$ cat config.mk
export PLATFORM = sky130hd
export DESIGN_NAME = ahb_arbiter_flat
export DESIGN_NICKNAME = d
export VERILOG_FILES = /design/src/rtl/ahb_arbiter_if.sv /design/src/rtl/ahb_arbiter.sv /design/src/flat_wrapper.sv
export SDC_FILE = /design/constraint.sdc
export NUM_CORES = 1
export LEC_CHECK = 0
export BUFFER_PORTS_ARGS = -buffer_cell sky130_fd_sc_hd__buf_2
export CAP_MARGIN = 40
export CORE_ASPECT_RATIO = 0.8
export CORE_UTILIZATION = 52
export DETAILED_ROUTE_END_ITERATION = 8
export MAX_ROUTING_LAYER = met4
export PLACE_DENSITY = 0.81
export SLEW_MARGIN = 5
export SYNTH_ARGS = -nofsm -noshare
export SYNTH_HDL_FRONTEND = slang
export SYNTH_SLANG_ARGS = --single-unit
$ cat constraint.sdc
create_clock -name hclk -period 3.2 [get_ports hclk]
set_clock_uncertainty 0.05 [all_clocks]
set_input_delay 0.64 -clock hclk [delete_from_list [all_inputs] [get_ports hclk]]
set_output_delay 0.64 -clock hclk [all_outputs]
set_load 0.01 [all_outputs]
$ cat src/rtl/ahb_arbiter_if.sv
// ahb_arbiter_if: bundle of the arbitration signals shared between the bus
// masters and the arbiter.
//   master modport : the bus side; drives hbusreq/hlock, the owner's
//                    htrans/hburst and the slave-side hready/hresp, and
//                    observes the grant/ownership outputs.
//   slave modport  : the arbiter side; mirror image of the above.
// Handshake: hready is the only qualifier. An edge with hready=1 accepts the
// current address phase, and with it all arbitration state advances; an edge
// with hready=0 is a wait state and nothing moves.
interface ahb_arbiter_if #(
  parameter int NUM_MASTERS = 4
);
  logic [NUM_MASTERS-1:0] hbusreq;
  logic [NUM_MASTERS-1:0] hlock;
  logic [1:0]             htrans;
  logic [2:0]             hburst;
  logic                   hready;
  logic                   hresp;
  logic [NUM_MASTERS-1:0] hgrant;
  logic [1:0]             hmaster;
  logic [1:0]             hmaster_data;
  logic                   hmastlock;

  modport master (
    output hbusreq, hlock, htrans, hburst, hready, hresp,
    input  hgrant, hmaster, hmaster_data, hmastlock
  );

  modport slave (
    input  hbusreq, hlock, htrans, hburst, hready, hresp,
    output hgrant, hmaster, hmaster_data, hmastlock
  );
endinterface

$ cat src/rtl/ahb_arbiter.sv
// ahb_arbiter: round-robin arbiter for a single-layer AHB bus with up to four
// masters. Grants are one-hot and change only at legal transfer boundaries:
// never during a wait state, never inside a locked sequence, and never before
// the second-to-last beat of a fixed-length burst has been accepted.
// Ports:
//   hclk, hreset : clock and asynchronous active-high reset
//   bus          : ahb_arbiter_if.slave (requests, owner transfer info,
//                  hready/hresp in; hgrant/hmaster/hmaster_data/hmastlock out)
//   dbg_cnt      : beats of the owner's fixed burst still to be issued
module ahb_arbiter #(
  parameter int NUM_MASTERS    = 4,
  parameter int DEFAULT_MASTER = 0
) (
  input  logic         hclk,
  input  logic         hreset,
  ahb_arbiter_if.slave bus,
  output logic [3:0]   dbg_cnt
);

  localparam logic [1:0] HTRANS_IDLE   = 2'd0;
  localparam logic [1:0] HTRANS_BUSY   = 2'd1;
  localparam logic [1:0] HTRANS_NONSEQ = 2'd2;
  localparam logic [1:0] HTRANS_SEQ    = 2'd3;

  localparam logic [NUM_MASTERS-1:0] DEFAULT_GRANT = NUM_MASTERS'(1) << DEFAULT_MASTER;

  logic [3:0]             cnt;
  logic [3:0]             cnt_next;
  logic [1:0]             grant_idx;
  logic [NUM_MASTERS-1:0] next_grant;
  logic                   found;
  logic                   hold;

  assign dbg_cnt = cnt;

  // Index of the currently granted master (hgrant is always one-hot).
  always_comb begin
    grant_idx = '0;
    for (int i = 0; i < NUM_MASTERS; i++) begin
      if (bus.hgrant[i]) grant_idx = 2'(i);
    end
  end

  // Remaining-beat tracking for fixed-length bursts. The NONSEQ load is
  // beats-1 because the NONSEQ itself is the first beat. IDLE ends any burst.
  always_comb begin
    cnt_next = cnt;
    if (bus.hresp) begin
      cnt_next = 4'd0;
    end else begin
      case (bus.htrans)
        HTRANS_NONSEQ: begin
          case (bus.hburst[2:1])
            2'b01:   cnt_next = 4'd3;
            2'b10:   cnt_next = 4'd7;
            2'b11:   cnt_next = 4'd15;
            default: cnt_next = 4'd0;
          endcase
        end
        HTRANS_SEQ:  cnt_next = (cnt == 4'd0) ? 4'd0 : cnt - 4'd1;
        HTRANS_BUSY: cnt_next = cnt;
        HTRANS_IDLE: cnt_next = 4'd0;
        default:     cnt_next = cnt;
      endcase
    end
  end

  // Releasing at cnt_next <= 1 hands the grant over one beat early so the
  // next owner's NONSEQ follows the last beat with no dead cycle.
  assign hold = bus.hlock[grant_idx] | (cnt_next > 4'd1);

  // Round-robin search begins just after the granted master and ends on it,
  // so two persistent requesters alternate on consecutive accepted beats.
  always_comb begin
    next_grant = DEFAULT_GRANT;
    found      = 1'b0;
    for (int k = 1; k <= NUM_MASTERS; k++) begin
      if (!found && bus.hbusreq[(int'(grant_idx) + k) % NUM_MASTERS]) begin
        found      = 1'b1;
        next_grant = '0;
        next_grant[(int'(grant_idx) + k) % NUM_MASTERS] = 1'b1;
      end
    end
  end

  always_ff @(posedge hclk or posedge hreset) begin
    if (hreset) begin
      bus.hgrant       <= DEFAULT_GRANT;
      bus.hmaster      <= 2'(DEFAULT_MASTER);
      bus.hmaster_data <= 2'(DEFAULT_MASTER);
      bus.hmastlock    <= 1'b0;
      cnt              <= 4'd0;
    end else if (bus.hready) begin
      bus.hmaster      <= grant_idx;
      bus.hmaster_data <= bus.hmaster;
      bus.hmastlock    <= bus.hlock[grant_idx];
      cnt              <= cnt_next;
      if (!hold) bus.hgrant <= next_grant;
    end
  end

endmodule

$ cat src/flat_wrapper.sv
// flat-port wrapper written by rule: the top's interface ports become plain ports
module ahb_arbiter_flat 
#(
  parameter int NUM_MASTERS    = 4,
  parameter int DEFAULT_MASTER = 0
)
  (hclk, hreset, dbg_cnt, bus_hbusreq, bus_hlock, bus_htrans, bus_hburst, bus_hready, bus_hresp, bus_hgrant, bus_hmaster, bus_hmaster_data, bus_hmastlock);
  ahb_arbiter_if #(.NUM_MASTERS(NUM_MASTERS)) bus_i ();
  input  logic hclk;
  input  logic hreset;
  output logic [3:0] dbg_cnt;
  input wire logic [$bits(bus_i.hbusreq)-1:0] bus_hbusreq;
  input wire logic [$bits(bus_i.hlock)-1:0] bus_hlock;
  input wire logic [$bits(bus_i.htrans)-1:0] bus_htrans;
  input wire logic [$bits(bus_i.hburst)-1:0] bus_hburst;
  input wire logic [$bits(bus_i.hready)-1:0] bus_hready;
  input wire logic [$bits(bus_i.hresp)-1:0] bus_hresp;
  output wire logic [$bits(bus_i.hgrant)-1:0] bus_hgrant;
  output wire logic [$bits(bus_i.hmaster)-1:0] bus_hmaster;
  output wire logic [$bits(bus_i.hmaster_data)-1:0] bus_hmaster_data;
  output wire logic [$bits(bus_i.hmastlock)-1:0] bus_hmastlock;
  assign bus_i.hbusreq = bus_hbusreq;
  assign bus_i.hlock = bus_hlock;
  assign bus_i.htrans = bus_htrans;
  assign bus_i.hburst = bus_hburst;
  assign bus_i.hready = bus_hready;
  assign bus_i.hresp = bus_hresp;
  assign bus_hgrant = bus_i.hgrant;
  assign bus_hmaster = bus_i.hmaster;
  assign bus_hmaster_data = bus_i.hmaster_data;
  assign bus_hmastlock = bus_i.hmastlock;
  ahb_arbiter #(.NUM_MASTERS(NUM_MASTERS), .DEFAULT_MASTER(DEFAULT_MASTER)) u_core (.hclk(hclk), .hreset(hreset), .bus(bus_i), .dbg_cnt(dbg_cnt));
endmodule
Yosys cells after proc, flatten, opt, wreduce, memory -nomap -nowiden

Index checks and enable logic that the tools add are counted.

Equality and inequality tests: 6
$lt $le $gt $ge: 10
Add/subtract/negate cells: 5
Shift-type cells: 0
Bitwise operators: 6
Reduce and logical (&&, ||, !) cells: 17
Div/mod/pow operators: 0
Muxes and demuxes: 36
Multipliers: 0

Operators by type and width:

| cell                | count |
|---|---|
| $mux 4              | 6 |
| $mux 1              | 17 |
| $lt 3x4->1 const B  | 4 |
| $pmux 4 s4          | 1 |
| $ge 3x1->1 const B  | 4 |
| $pmux 4 s3          | 1 |
| $bmux 1 s2          | 5 |
| $demux 1 s2         | 4 |
| $eq 2x2->1 const B  | 4 |
| $reduce_or 2->1     | 4 |
| $logic_and 1x1->1   | 7 |
| $add 2x1->2 const B | 2 |
| $add 2x2->2 const B | 2 |
| $and 1x1->1 const A | 4 |
| $eq 2x1->1 const B  | 2 |
| $gt 4x1->1 const B  | 1 |
| $logic_not 4->1     | 1 |
| $mux 2              | 2 |
| $sub 4x1->4 const B | 1 |
| $logic_not 1->1     | 3 |
| $lt 2x3->1 const B  | 1 |
| $logic_not 2->1     | 1 |
| $reduce_and 2->1    | 1 |
| $not 1->1           | 1 |
| $or 1x1->1          | 1 |

Memories kept: 0
Memory bits (read-only): 0
Logic and storage cells: 85
Input port bits: 17
Latch bits: 0
Bits in writable memories: 0
Register bits after elaboration: 13
Output and inout port bits: 13

Logic depth before layout (Yosys ltp)

Word-level depth: 19
Gate-level depth with buffers: 10
Depth with buffers taken out: 9

Worst setup path before layout

No wires, ideal clock.

Path kind: reg-to-reg
From: register u_core.bus.hgrant[2]
To: register u_core.bus.hgrant[3]
Required time: 3.064 ns
Cell stages (with the launch flop): 10
Data arrival time: 2.353 ns
Slack: 0.711 ns
Library setup time: 0.086 ns
Period minus slack after synthesis: 2.489 ns
Buffers on the path: 1
Path through: dfrtp_1 > or2_2 > buf_2 > inv_1 > ha_1 > nand2b_1 > a211oi_2 > o21ai_0 > a311o_1 > a32oi_1

Longest elaborated chain between the ends: 16
Elaborated cells on any way between the ends: 64
Those cells by class: add/sub (4); order compare (8); mux (31); bitwise (6); reduce/logical (15)

RTL lines:

| item                                                                | line                 | RTL |
|---|---|---|
| start, declared                                                     | ahb_arbiter_if.sv:31 | `output hgrant, hmaster, hmaster_data, hmastlock` |
| start signal, assigned                                              | ahb_arbiter.sv:98    | `if (!hold) bus.hgrant <= next_grant;` |
| $mux 2 * (2 in a row)                                               | ahb_arbiter.sv:40    | `if (bus.hgrant[i]) grant_idx = 2'(i);` |
| via u_core.grant_idx[1]                                             | ahb_arbiter.sv:29    | `logic [1:0] grant_idx;` |
| parallel branches: the longest is 14 deep, another holds $lt 3x4->1 | --                   |  |

Mark *: on every way through the listed nets, which the timed path passes. The select of a mux whose other input is x is not followed.
A chain may end at the register's enable or synchronous reset.

Worst setup path after layout

From: register u_core.bus.hgrant[1]
To: register u_core.bus.hgrant[2]

Longest elaborated chain between the ends: 17
Elaborated cells on any way between the ends: 65
Those cells by class: add/sub (4); order compare (8); mux (32); bitwise (6); reduce/logical (15)

RTL lines:

| item                                                                | line |
|---|---|
| $mux 1 *                                                            | ahb_arbiter.sv:40 |
| $mux 2 * (2 in a row)                                               | ahb_arbiter.sv:40 |
| parallel branches: the longest is 14 deep, another holds $lt 3x4->1 | -- |

Mark *: on every way between the ends. The select of a mux whose other input is x is not followed.

==> out/metrics.cfg <==
[critical_path]
worstReg2RegStart=u_core.bus.hgrant[1]
critPathLaunch=u_core.bus.hgrant[1]
crit_arrival_ns=2.99
timing.rr.end=u_core.bus.hgrant[2]
reg2reg_depth=8
critPathMaxFanout=8
path_cells=and2b_4, nor2_1, ha_1, nand2b_1, a211oi_2, o21ai_0, a311o_1, a32oi_1
start_kind=register
worstPathRequired_ns=3.33
reg2reg_slack_ns=0.34
path_class=reg -> reg
cpPeakStageDelay_ns=0.51
crit_end=u_core.bus.hgrant[2]
end_kind=register
cpMaxStageDelayCell=a211oi_2

[route]
vias=1092
routed_wl_mm=2.91
viasPerCell=6.10
drt_iter0_markers=33
drtPass1Iterations=4
route.detailed.drc=0
ant_nets=0
wire_per_inst_um=16.2

[cts]
clk_latency_ns=0.27
cts_hold_buf=0
clockRootBuffer=clkbuf_4
clockBufferDepth=2
path_clk_slew_ns=0.08
cts_tree=done
numCtsBuffers=3
h-tree-depth=1
ctsResizeCount=0
cts.sinks=13
cts_setup_buffers=0

[synthesis]
synth-main-ff-cell=dfrtp_1
yosys-top-cells-area=dfrtp_1, ha_1, mux2_2, inv_1, nand2_1
avgSynthCellArea_um2=8.87
synth_cells=126
ys_ff_latch=13
async_flop_share=1.00
synth.distinct_cells=49
synth_edf_count=0
synth.top_cell.area_share=0.269
synth_seq_area_share=0.292
netlist_area_mm2=0.00112
synth_nets=149
ys_warn_count=0
synth_top_area_cell=dfrtp_1

[power]
p_comb_frac=0.669
finalPower_w=0.00117
p_int_w=0.000619
irDropWorstVdd_uv=561
swShare=0.469
p_switching_w=0.000548
p_leak_nw=0.588
p_clk_frac=0.086
seq_power_share=0.245
power_density_mw_per_mm2=895

[sta]
rsz0062_at_grt=no
tns_ns=0
finalCriticalPeriod_ns=2.86
setup_viol=0
fmaxAchievable_mhz=349
timing.final.crit_share=0.895
maxSlewViolCount=0
finalHoldViolCount=0
tightest_slew_ns=0.598
max-slew-margin-rel=0.600

[die]
core_mm2=0.00194
start_util=0.575
dieWidth_um=53.8
pin_count=30
die_h_um=43.5
die_area_mm2=0.00234
rows=14

[grt]
antenna_found_initial=0
grt_overflow=0
grt_max_degree=15
grt_pass1_wl_mm=4.78
track_usage=0.299
grt_pass1_vias=986

[finish]
antenna_cells=0
mostFrequentLayoutCell=buf_2
final_nets=179
final_cell_mix=buf_2, dfrtp_1, inv_1
finalInstanceArea_mm2=0.00130
drive_above_1_share=0.290
area_growth_pct=16.7
fill_cells=170

[run_status]
status=finished, final reports clean

[worst_hold_path]
hold_class=in -> async

[flow_run]
drv_cap=0

[place]
gp_congestion=0.934
io_buffers=28
place_area_mm2=0.00128
dpl.hpwl_mm=2.26

registers in the layout, indices dropped and copies added, names as in the netlist:
register,flops
u_core.bus.hmaster,2
u_core.bus.hmastlock,1
u_core.bus.hgrant,4
u_core.bus.hmaster_data,2
u_core.dbg_cnt,4
cell type report:
cell class	count	area (um2)	share of cell area
Timing Repair Buffer	29	148	0.113
Clock buffer	4	26.3	0.0202
Inverter	11	41.3	0.0317
Tap cell	24	30.0	0.0230
Multi-Input combinational cell	98	732	0.561
Sequential cell	13	327	0.250
worst min path at each step:
stage	startpoint	end	slack, ns	depth (start not counted)
2_1_floorplan	u_core.bus.hgrant[0]	u_core.bus.hgrant[0]	0.42	2
6_report	hreset	u_core.bus.hmaster[0]	0.32	2
3_5_place_dp	u_core.bus.hmastlock	u_core.bus.hmastlock	0.42	1
4_1_cts	hreset	u_core.dbg_cnt[0]	0.34	2
5_1_grt	hreset	u_core.bus.hgrant[2]	0.37	2
3_3_place_gp	u_core.bus.hgrant[0]	u_core.bus.hgrant[0]	0.41	2
through the flow:
stage	util	setup slack, ns	cells	hold WS [ns]
after floorplan	-	0.711	126	0.424
after global placement	0.657	0.554	175	0.406
after detailed placement	0.657	0.417	175	0.424
after CTS	0.671	0.381	179	0.341
after global routing	0.671	0.167	179	0.370
final	0.671	0.335	179	0.320
power by group through the flow:
stage                     Combinational [W]  Clock [W]  Sequential, W
after floorplan                    0.000540          0       0.000306
after global placement             0.000728          0       0.000283
after detailed placement           0.000761          0       0.000287
after CTS                          0.000773   0.000100       0.000285
after global routing               0.000862   0.000114       0.000297
final                              0.000781   0.000100       0.000285
cells in the mapped netlist (all sizes together) (2+ instances only):
cell and count:
a211oi 3, a21oi 5, a2bb2oi 2, a311o 3, a31oi 2, a32oi 3
buf 2, clkbuf 2, dfrtp 12, ha 6, inv 11, mux2 6
mux2i 3, nand2 10, nand2b 6, nor2 7, nor2b 3, o2111ai 4
o21ai 6, or2 2, or3 4, or3b 2, or4 2
metal layers:
layer | wire (um) | GRT usage | part of all wire
met3 | 181 | 0.0772 | 0.062
met2 | 1310 | 0.440 | 0.45
met5 | 0 | - | 0
met1 | 1400 | 0.424 | 0.48
met4 | 10 | 0.0263 | 0.0034
worst max-delay path, delay by kind of cell, from the launching register on:
family	cells	cell delay (ns)
AOI/OAI and AO/OA	4	1.23
and+or+nand+nor	3	0.68
DFF	1	0.49
adders and majority gates	1	0.33
logic make-up after synthesis:
family	synth area share
AND/OR/NAND/NOR	0.227
AO/OA/AOI/OAI	0.273
buffers and inverters	0.0526
flip-flops	0.292
multiplexers	0.0873
adder cells (fa/ha/maj)	0.0672
(Power assumes the default switching activity.)
